`config.mk`:
```
export PLATFORM = sky130hd
export DESIGN_NAME = iot_monitor_multi
export DESIGN_NICKNAME = d
export VERILOG_FILES = /design/src/rtl/iot_monitor_multi.sv
export SDC_FILE = /design/constraint.sdc
export NUM_CORES = 1
export LEC_CHECK = 0
export BUFFER_PORTS_ARGS = -buffer_cell sky130_fd_sc_hd__buf_2
export CAP_MARGIN = 20
export CORE_MARGIN = 2
export CORE_UTILIZATION = 30
export DETAILED_ROUTE_END_ITERATION = 16
export SLEW_MARGIN = 25
export SYNTH_ARGS = -nofsm -noshare
export SYNTH_HDL_FRONTEND = slang
export SYNTH_SLANG_ARGS = --single-unit
```
`constraint.sdc`:
```
create_clock -name clk -period 3.1 [get_ports clk]
set_clock_uncertainty 0.05 [all_clocks]
set_input_delay 0.465 -clock clk [delete_from_list [all_inputs] [get_ports clk]]
set_output_delay 0.465 -clock clk [all_outputs]
set_load 0.01 [all_outputs]
```
`src/rtl/iot_monitor_multi.sv`:
```
// iot_monitor_multi: per-channel active-device counters with a registered
// aggregate total, sticky overflow/underflow flags and hysteresis alarms.
//
// Event interface: change[i] is a single-cycle strobe, sampled on every rising
// edge. It is always accepted (no stall). on_off[i] qualifies the direction
// only while change[i]=1. clear[i] overrides any event on the same channel.
//
// The alarm FSM state register drives alarm[i] directly (1 = ALARM), so the
// FSM state is always observable on that port.
module iot_monitor_multi #(
  parameter int WIDTH       = 8,
  parameter int CHANNELS    = 4,
  parameter bit SATURATE    = 1'b1,
  parameter int HIGH_THRESH = 200,
  parameter int LOW_THRESH  = 50,
  localparam int TW         = WIDTH + $clog2(CHANNELS)
) (
  input  logic                      clk,
  input  logic                      rst,
  input  logic [CHANNELS-1:0]       change,
  input  logic [CHANNELS-1:0]       on_off,
  input  logic [CHANNELS-1:0]       clear,
  output logic [CHANNELS*WIDTH-1:0] counter_out,
  output logic [TW-1:0]             total_out,
  output logic [CHANNELS-1:0]       overflow,
  output logic [CHANNELS-1:0]       alarm,
  output logic                      any_alarm
);

  localparam logic [WIDTH-1:0] MAX_V  = '1;
  localparam logic [WIDTH-1:0] ZERO_V = '0;
  localparam logic [WIDTH-1:0] ONE_V  = WIDTH'(1);
  localparam logic [WIDTH-1:0] HI_T   = WIDTH'(HIGH_THRESH);
  localparam logic [WIDTH-1:0] LO_T   = WIDTH'(LOW_THRESH);

  typedef enum logic {
    A_IDLE  = 1'b0,
    A_ALARM = 1'b1
  } alarm_state_e;

  logic [WIDTH-1:0]    cnt_q [CHANNELS];
  logic [WIDTH-1:0]    cnt_d [CHANNELS];
  logic [CHANNELS-1:0] ovf_q, ovf_d;
  alarm_state_e        alm_q [CHANNELS];
  alarm_state_e        alm_d [CHANNELS];
  logic [TW-1:0]       total_q, total_d;
  logic                any_q, any_d;

  // Counter and sticky-flag next state: clear, then up/down with boundary handling.
  always_comb begin
    ovf_d = ovf_q;
    for (int i = 0; i < CHANNELS; i++) begin
      cnt_d[i] = cnt_q[i];
      if (clear[i]) begin
        cnt_d[i] = ZERO_V;
        ovf_d[i] = 1'b0;
      end else if (change[i] && on_off[i]) begin
        if (cnt_q[i] != MAX_V) begin
          cnt_d[i] = cnt_q[i] + ONE_V;
        end else begin
          cnt_d[i] = SATURATE ? MAX_V : ZERO_V;
          ovf_d[i] = 1'b1;
        end
      end else if (change[i]) begin
        if (cnt_q[i] != ZERO_V) begin
          cnt_d[i] = cnt_q[i] - ONE_V;
        end else begin
          cnt_d[i] = SATURATE ? ZERO_V : MAX_V;
          ovf_d[i] = 1'b1;
        end
      end
    end
  end

  // Alarm FSM next state from the registered counters, plus aggregate total and OR.
  always_comb begin
    total_d = '0;
    any_d   = 1'b0;
    for (int i = 0; i < CHANNELS; i++) begin
      alm_d[i] = alm_q[i];
      case (alm_q[i])
        A_IDLE:  if (cnt_q[i] >= HI_T) alm_d[i] = A_ALARM;
        A_ALARM: if (cnt_q[i] <= LO_T) alm_d[i] = A_IDLE;
        default: alm_d[i] = A_IDLE;
      endcase
      total_d = total_d + TW'(cnt_q[i]);
      any_d   = any_d | (alm_q[i] == A_ALARM);
    end
  end

  // State registers, all cleared asynchronously.
  always_ff @(posedge clk or posedge rst) begin
    if (rst) begin
      for (int i = 0; i < CHANNELS; i++) begin
        cnt_q[i] <= ZERO_V;
        alm_q[i] <= A_IDLE;
      end
      ovf_q   <= '0;
      total_q <= '0;
      any_q   <= 1'b0;
    end else begin
      for (int i = 0; i < CHANNELS; i++) begin
        cnt_q[i] <= cnt_d[i];
        alm_q[i] <= alm_d[i];
      end
      ovf_q   <= ovf_d;
      total_q <= total_d;
      any_q   <= any_d;
    end
  end

  // Pack per-channel registers onto the output ports.
  always_comb begin
    counter_out = '0;
    alarm       = '0;
    for (int i = 0; i < CHANNELS; i++) begin
      counter_out[i*WIDTH +: WIDTH] = cnt_q[i];
      alarm[i]                      = (alm_q[i] == A_ALARM);
    end
  end

  assign total_out = total_q;
  assign overflow  = ovf_q;
  assign any_alarm = any_q;

endmodule

```
-- After elaboration in Yosys (flattened, before gate mapping)
Index checks and enable logic that the tools add are counted.
- add/sub/neg operators: 11
- order comparisons: 8
- eq/ne operators: 12
- multiplexer cells: 52
- bitwise gates (word level): 7
- reduce and logical (&&, ||, !) cells: 16
- operators with widths (operator ; count):
    $mux 8 ; 20
    $add 8x1->8 const B ; 4
    $ge 8x8->1 const B ; 4
    $le 8x6->1 const B ; 4
    $ne 8x8->1 const B ; 4
    $reduce_bool 8->1 ; 4
    $sub 8x1->8 const B ; 4
    $mux 1 ; 28
    $ne 3x3->1 const B ; 8
    $reduce_and 3->1 ; 4
    $reduce_bool 3->1 ; 4
    $add 10x8->10 ; 1
    $add 9x8->10 ; 1
    $add 8x8->9 ; 1
    $pmux 1 s2 ; 4
    $logic_and 1x1->1 ; 4
    $not 1->1 ; 4
    $or 1x1->1 ; 3
- flip-flop bits (word level): 51
- input port bits: 14
- output and inout bits: 51
- word-level logic and storage cells: 120

-- Longest topological paths before layout
Gate-level depths: netlist of the first run.
- depth in word-level cells: 5
- depth in mapped cells: 10
- depth with buffers taken out: 9

-- Worst setup path after synthesis of the first run
Ideal clock, no wire load.
- path kind: register to register
- start: register cnt_q (netlist bit counter_out[18])
- end: register total_q[9] (netlist: total_out[9])
- setup time: 129 ps
- arrival time: 3081 ps
- required time: 2921 ps
- slack: -160 ps
- stages on the path, launching flop included: 11
- buffers on the path: 1
- clock period less this slack: 3260 ps
- cell sequence: dfrtp_1 > clkbuf_1 > inv_1 > fa_1 > fa_1 > inv_1 > fa_1 > a21o_1 > a21oi_1 > o21ai_0 > o41a_1
- word-level cells in the longest chain between the ends: 2
- RTL lines (what ; RTL line ; text):
    from (decl) ; 41 ; logic [WIDTH-1:0] cnt_q [CHANNELS];
    from (signal, indexed assignment) ; 103 ; cnt_q[i] <= cnt_d[i];
    $add 9x8->10 ; 86 ; total_d = total_d + TW'(cnt_q[i]);
    $add 10x8->10 ; 86 ;
    via total_d[9] ; 46 ; logic [TW-1:0] total_q, total_d;
    to (signal assigned) ; 107 ; total_q <= total_d;
    to (decl) ; 46 ;
The timed path passes the listed nets, and every way through them passes these cells.
A chain may end at the register's enable or synchronous reset.

-- Final worst setup path of the first run
- start: register cnt_q (netlist bit counter_out[9])
- end: register total_q[9] (netlist: total_out[9])
- word-level cells in the longest chain between the ends: 3
- RTL lines (what ; RTL line):
    $add 8x8->9 ; 86
    $add 9x8->10 ; 86
    $add 10x8->10 ; 86
    via total_d[9] ; 46
The timed path passes the listed nets, and every way through them passes these cells.

==> run metrics, run 1 <==
R2R depth=8; Placed Area=4890 µm²; DRC=0; RSZ-0062 raised after global routing=false; drt via density=5.467; sequential fraction of the synthesis area=30.04%; height of the die=123.0 µm; vias=4073; Post-synth EDFFs=0; CP arrival=3.08 ns; worst skew pair latency=0.29 ns; PwrDens=699.3 nW/µm²; Port Buffer Count=64; DRT iter0 DRCs=300; max-cap violation count=0; die width=123.0 µm; count of cell types in the netlist=68; first-pass GRT wire length=19550 µm; Final Slew Violations=0; CTS Buffer Depth=2; reg2reg start=counter_out[9]; final setup fails=0; total core area=13880 µm²; Multi-input gate area=2705 µm²; Syn Nets=542; P&R area growth vs syn=18.73%; Max stage delay on crit path=0.60 ns; Cells after Synth=491; critical path's slowest cell=fa_1; total die area=15130 µm²; DRT Pass-1 Iters=4; Fillers=1448; nets=615; Critical Path RT=3.22 ns; CP Max Fanout=3; final hold violations=0; fmax=0.3382 GHz; hpwl dp=9367 µm; cts-stage hold buffer count=0; Lkg Pwr=2.337 nW; number of global-route vias before repair=3845; Initial Utilization=30.60%; Post-synth ARST share=100.0%; final worst path period need=2.957 ns; register area=1276 µm²; max_slew headroom=57.86%; fin cells=745; Worst-Margin Slew=0.6264 ns; kind of critical path=flip-flop to flip-flop; number of buffers created by CTS=5; CTS Sinks=51; H-tree levels=2; critical path startpoint=counter_out[9]; outcome=complete, no violations; GRT overflow=0; FF-to-FF End=total_out[9]; CP dominant cell by count=fa_1; row count=43; Hold Crit Class=input port to async pin; placed insts=736; largest net degree at the start of global routing=20; CTS tree=built; commonest non-fill, non-tap cell in the layout=buf_2; Setup TNS=0 ns; Cell Area, Synth=4248 µm²; Hold WS=0.09162 ns; Tcrit/Tclk final=95.38%; DRT antenna net count=0; Avg Cell Area, Syn=8.651 µm²; root buf cell=clkbuf_16; Ant. Diodes=0; layout cell share with drive strength beyond 1=20.53%; clk slew on worst S/H paths=0.07 ns; Finished Cell Area=5044 µm²; Final Wtd Congestion=0.8960; initial antenna violation count=0; commonest non-fill, non-tap cells in the layout=64 x buf_2, 51 x dfrtp_1, 39 x inv_1; Worst setup SP type=flip-flop; Critical Path, Cell by Cell=fa_1 -> fa_1 -> ha_2 -> fa_2 -> a21o_1 -> a21oi_2 -> o21ai_1 -> o41a_1; FF-to-FF setup slack=0.14 ns; GRT Total Usage=16.22%; Yosys reg bits=51; Setup crit end kind=flip-flop; DR WL/cell=16.32 µm; Ys Warns=0; Worst VDD drop=293.6 µV; Power, Total=0.003527 W; WL final=12160 µm; num ports=65; Top FF cell, synth=dfrtp_1
-- flip-flops by register name (all words and copies together) (netlist names) --
register and count:
counter_out 32, total_out 10, alarm 4, overflow 4, any_alarm 1
-- critical path: cells and delay by family (launching register included) --
family          cells  cell delay (ns)
compound gates      4             0.77
flops               1             0.41
fa+ha+maj           4             1.59
-- worst max-delay path by stage --
stage | endpoint | slack [ns] | cells past startpoint
6_report | total_out[9] | 0.14 | 8
5_1_grt | total_out[9] | 0.02 | 8
4_1_cts | total_out[9] | 0.05 | 8
3_5_place_dp | total_out[9] | 0.01 | 8
3_3_place_gp | total_out[9] | 0.12 | 8
2_1_floorplan | total_out[9] | 0.01 | 10
-- power breakdown --
part / leakage (nW) / switching, W / internal (W)
combinational: 1.60 / 0.00113 / 0.000845
sequential: 0.674 / 0.000180 / 0.000831
clock: 0.0669 / 0.000247 / 0.000299
-- kinds of logic after synthesis --
group	count (synthesis)	synth area share (%)
AO/OA/AOI/OAI	142	24.12
XOR/XNOR	12	2.474
adder cells (fa/ha/maj)	37	13.73
buffers and inverters	68	6.480
flip-flops	51	30.04
multiplexers	3	0.7070
AND/OR/NAND/NOR	178	22.45
-- layout make-up --
type / instances / area share, %
inverter: 40 / 2.977
timing repair buffer: 94 / 10.82
tap: 180 / 4.465
multi-input combinational: 372 / 53.63
sequential: 51 / 25.30
clock inverter: 2 / 0.2481
clock buffer: 6 / 2.555
-- synthesized netlist by cell type (3+ instances only) --
| cell | instances | area share, % |
|---|---|---|
| or3_1 | 8 | 1.2 |
| a211o_1 | 3 | 0.62 |
| o211ai_1 | 5 | 0.88 |
| fa_1 | 16 | 7.5 |
| clkbuf_1 | 22 | 1.9 |
| o21ai_0 | 29 | 3.4 |
| nor4_1 | 7 | 1.0 |
| xnor2_1 | 7 | 1.4 |
| xor2_1 | 5 | 1.0 |
| a21oi_1 | 23 | 2.7 |
| nor2_1 | 27 | 2.4 |
| a211oi_1 | 5 | 0.88 |
| or4_1 | 4 | 0.71 |
| a21o_1 | 7 | 1.2 |
| a31oi_1 | 6 | 0.88 |
| mux2i_1 | 3 | 0.71 |
| o22ai_1 | 7 | 1.0 |
| nor3_1 | 20 | 2.4 |
| o31a_1 | 3 | 0.62 |
| nand4_1 | 10 | 1.5 |
| o2111ai_1 | 5 | 1.0 |
| dfrtp_1 | 51 | 30 |
| nand2b_1 | 8 | 1.2 |
| a32o_1 | 3 | 0.71 |
| buf_2 | 4 | 0.47 |
| inv_1 | 40 | 3.5 |
| or2_2 | 3 | 0.44 |
| a221o_1 | 5 | 1.2 |
| nand3_1 | 21 | 2.5 |
| nand2_1 | 34 | 3.0 |
| and3_1 | 9 | 1.3 |
| o21ai_1 | 3 | 0.35 |
| ha_1 | 21 | 6.2 |
| and2_1 | 6 | 0.88 |
| a22o_1 | 6 | 1.2 |
| nor2b_1 | 5 | 0.74 |
| nor3b_1 | 3 | 0.53 |
-- stage by stage --
step	setup slack (ns)	util, %
floorplan	0.01325	-
global placement	0.1212	35.23
detailed placement	0.01002	35.23
CTS	0.04765	36.26
global route	0.02184	36.34
finish	0.1431	36.34
-- timing repair --
item                                    CTS  global route
setup buffers                             0             1
endpoints found under the setup margin    1             1
pin swaps                                 0             2
gates cloned                              0             0
hold endpoints to repair                  0             0
gates resized for setup                   1             2
-- per-layer routing --
metal	share of wire [%]	wire length [µm]	GRT usage, %	up-vias
met5	0	0	0	-
met4	0.77	93	3.196	0
met3	5.3	644	2.445	6
met2	48	5856	28.04	132
met1	46	5562	21.63	1972
li1	-	-	-	1963
Power figures use the tool's default switching activity.
==> inputs of run 2 (changes only) <==
--- a/config.mk
+++ b/config.mk
@@ -9,6 +9,7 @@
 export CAP_MARGIN = 20
 export CORE_MARGIN = 2
 export CORE_UTILIZATION = 30
+export CTS_BUF_LIST = sky130_fd_sc_hd__clkbuf_4 sky130_fd_sc_hd__clkbuf_8
 export DETAILED_ROUTE_END_ITERATION = 16
 export SLEW_MARGIN = 25
 export SYNTH_ARGS = -nofsm -noshare
==> run 2 against run 1 <==
Against the previous run: maximum frequency shrank 0.30%; critical path depth is the same; power shrank 4.4%; wire length shrank 0.16%; cell count is the same; critical path type unchanged; critical endpoint unchanged; highest routed layer unchanged.
==> run metrics, run 2 (synthesis gave the netlist of run 1 again) <==
max-cap violation count=0 (unchanged); final hold violations=0 (unchanged); DRT antenna net count=0 (unchanged); first-pass GRT wire length=19510 µm (-0.21%); commonest non-fill, non-tap cells in the layout=64 x buf_2, 51 x dfrtp_1, 39 x inv_1; number of global-route vias before repair=3853 (+0.21%); layout cell share with drive strength beyond 1=20.71% (+0.18 points); DRT iter0 DRCs=300 (unchanged); Lkg Pwr=2.314 nW (-0.95%); DRC=0 (unchanged); final core utilization=35.96% (-0.38 points); Final Wtd Congestion=0.8960 (unchanged); initial antenna violation count=0 (unchanged); total core area=13880 µm² (unchanged); Max Used Layer=met4; number of buffers created by CTS=5 (unchanged); drt via density=5.458 (-0.17%); outcome=complete, no violations; total die area=15130 µm² (unchanged); final worst path period need=2.966 ns (+0.008809 ns); DR WL met2=5868 µm (+0.20%); commonest non-fill, non-tap cell in the layout=buf_2; Worst-Margin Slew=0.6331 ns (+0.006749 ns); CP arrival=3.11 ns (+0.03 ns); Worst setup SP type=flip-flop; Tcrit/Tclk final=95.67% (+0.28 points); CTS Sinks=51 (unchanged); P&R area growth vs syn=17.50%; root buf cell=clkbuf_8; Metal-1 WL=5553 µm (-0.16%); Met3 Wirelength=639 µm (-0.78%); kind of critical path=flip-flop to flip-flop; CTS tree=built; DRT Pass-1 Iters=7 (+3); RSZ-0062 raised after global routing=false; PwrDens=675.4 nW/µm² (-3.4%); CP Max Fanout=3 (unchanged); Port Buffer Count=64 (unchanged); H-tree levels=2 (unchanged); hpwl dp=9367 µm (unchanged); CTS Buffer Depth=2 (unchanged); cts-stage hold buffer count=0 (unchanged); max reg flops=32 (unchanged); GRT overflow=0 (unchanged); die width=123.0 µm (unchanged); nets=615 (unchanged); Ant. Diodes=0 (unchanged); worst skew pair latency=0.31 ns (+0.02 ns); vias=4066 (-0.17%); fmax=0.3372 GHz (-0.30%); DR WL/cell=16.29 µm (-0.16%); Worst VDD drop=256.8 µV (-13%); Initial Utilization=30.60% (unchanged); final setup fails=0 (unchanged); height of the die=123.0 µm (unchanged); max_slew headroom=57.40% (-0.45 points); clk slew on worst S/H paths=0.10 ns (+0.03 ns); Fillers=1452 (+0.28%); WL final=12140 µm (-0.16%); Setup WS pre-CTS=0.01002 ns (unchanged); Critical Path RT=3.24 ns (+0.02 ns); num ports=65 (unchanged); Setup TNS=0 ns (unchanged); FF-to-FF setup slack=0.13 ns (about the same); row count=43 (unchanged); Hold Crit Class=input port to async pin; Power, Total=0.003371 W (-4.4%); Final Slew Violations=0 (unchanged); final worst slack=0.1343 ns (-0.008809 ns); largest net degree at the start of global routing=20 (unchanged); GRT Total Usage=16.19% (-0.039 points); Setup crit end kind=flip-flop
==> run 2: cell type report <==
type                    instances  area, µm²  area share, %
inverters                      40      150.1          3.008
clock inverters                 2      12.51         0.2507
well taps                     180      225.2          4.512
multi-input cells             372       2705          54.20
flip-flops and latches         51       1276          25.57
clock buffers                   6      76.32          1.529
repair buffers                 94      545.5          10.93
==> run 2: timing repair <==
action | 4_1_cts | 5_1_grt
pin swaps | 0 | 2
gates resized for setup | 1 | 2
setup endpoints to repair | 1 | 1
buffers inserted | 0 | 1
==> run 2: layer usage <==
layer  vias up  global-route usage [%]
met4         0                   3.196
met1      1973                   21.49
met2       127                   28.07
li1       1961                       -
met3         5                   2.445
met5         -                       0
==> run 2: metrics by stage <==
stage	cells	instance area, µm²	hold WS, ns
after detailed placement	736	4890	0.4258
final	745	4991	0.06442
after floorplan	491	4259	0.4781
after global routing	745	4991	0.08142
after CTS	744	4981	0.07805
after global placement	736	4890	0.4236
==> run 2: worst paths after layout <==
check / startpoint / endpoint / cells past startpoint
min in group clk: clear[2] / overflow[2] / 2
max: counter_out[9] / total_out[9] / 8
min reg2reg: overflow[3] / overflow[3] / 2
max reg2reg: counter_out[9] / total_out[9] / 8
min: rst / overflow[0] / 2
max in group asynchronous: rst / counter_out[17] / 3
==> run 2: critical path, stage by stage, from the launching register on <==
cell and delay, ns:
dfrtp_1 0.42, fa_1 0.60, fa_1 0.44, ha_2 0.21, fa_2 0.35, a21o_1 0.19, a21oi_2 0.16, o21ai_1 0.10
o41a_1 0.32
==> run 2: report_power, final <==
group / internal, W / switching, W / total [W]
clock: 0.000167 / 0.000228 / 0.000395
sequential: 0.000830 / 0.000179 / 0.00101
combinational: 0.000844 / 0.00112 / 0.00197
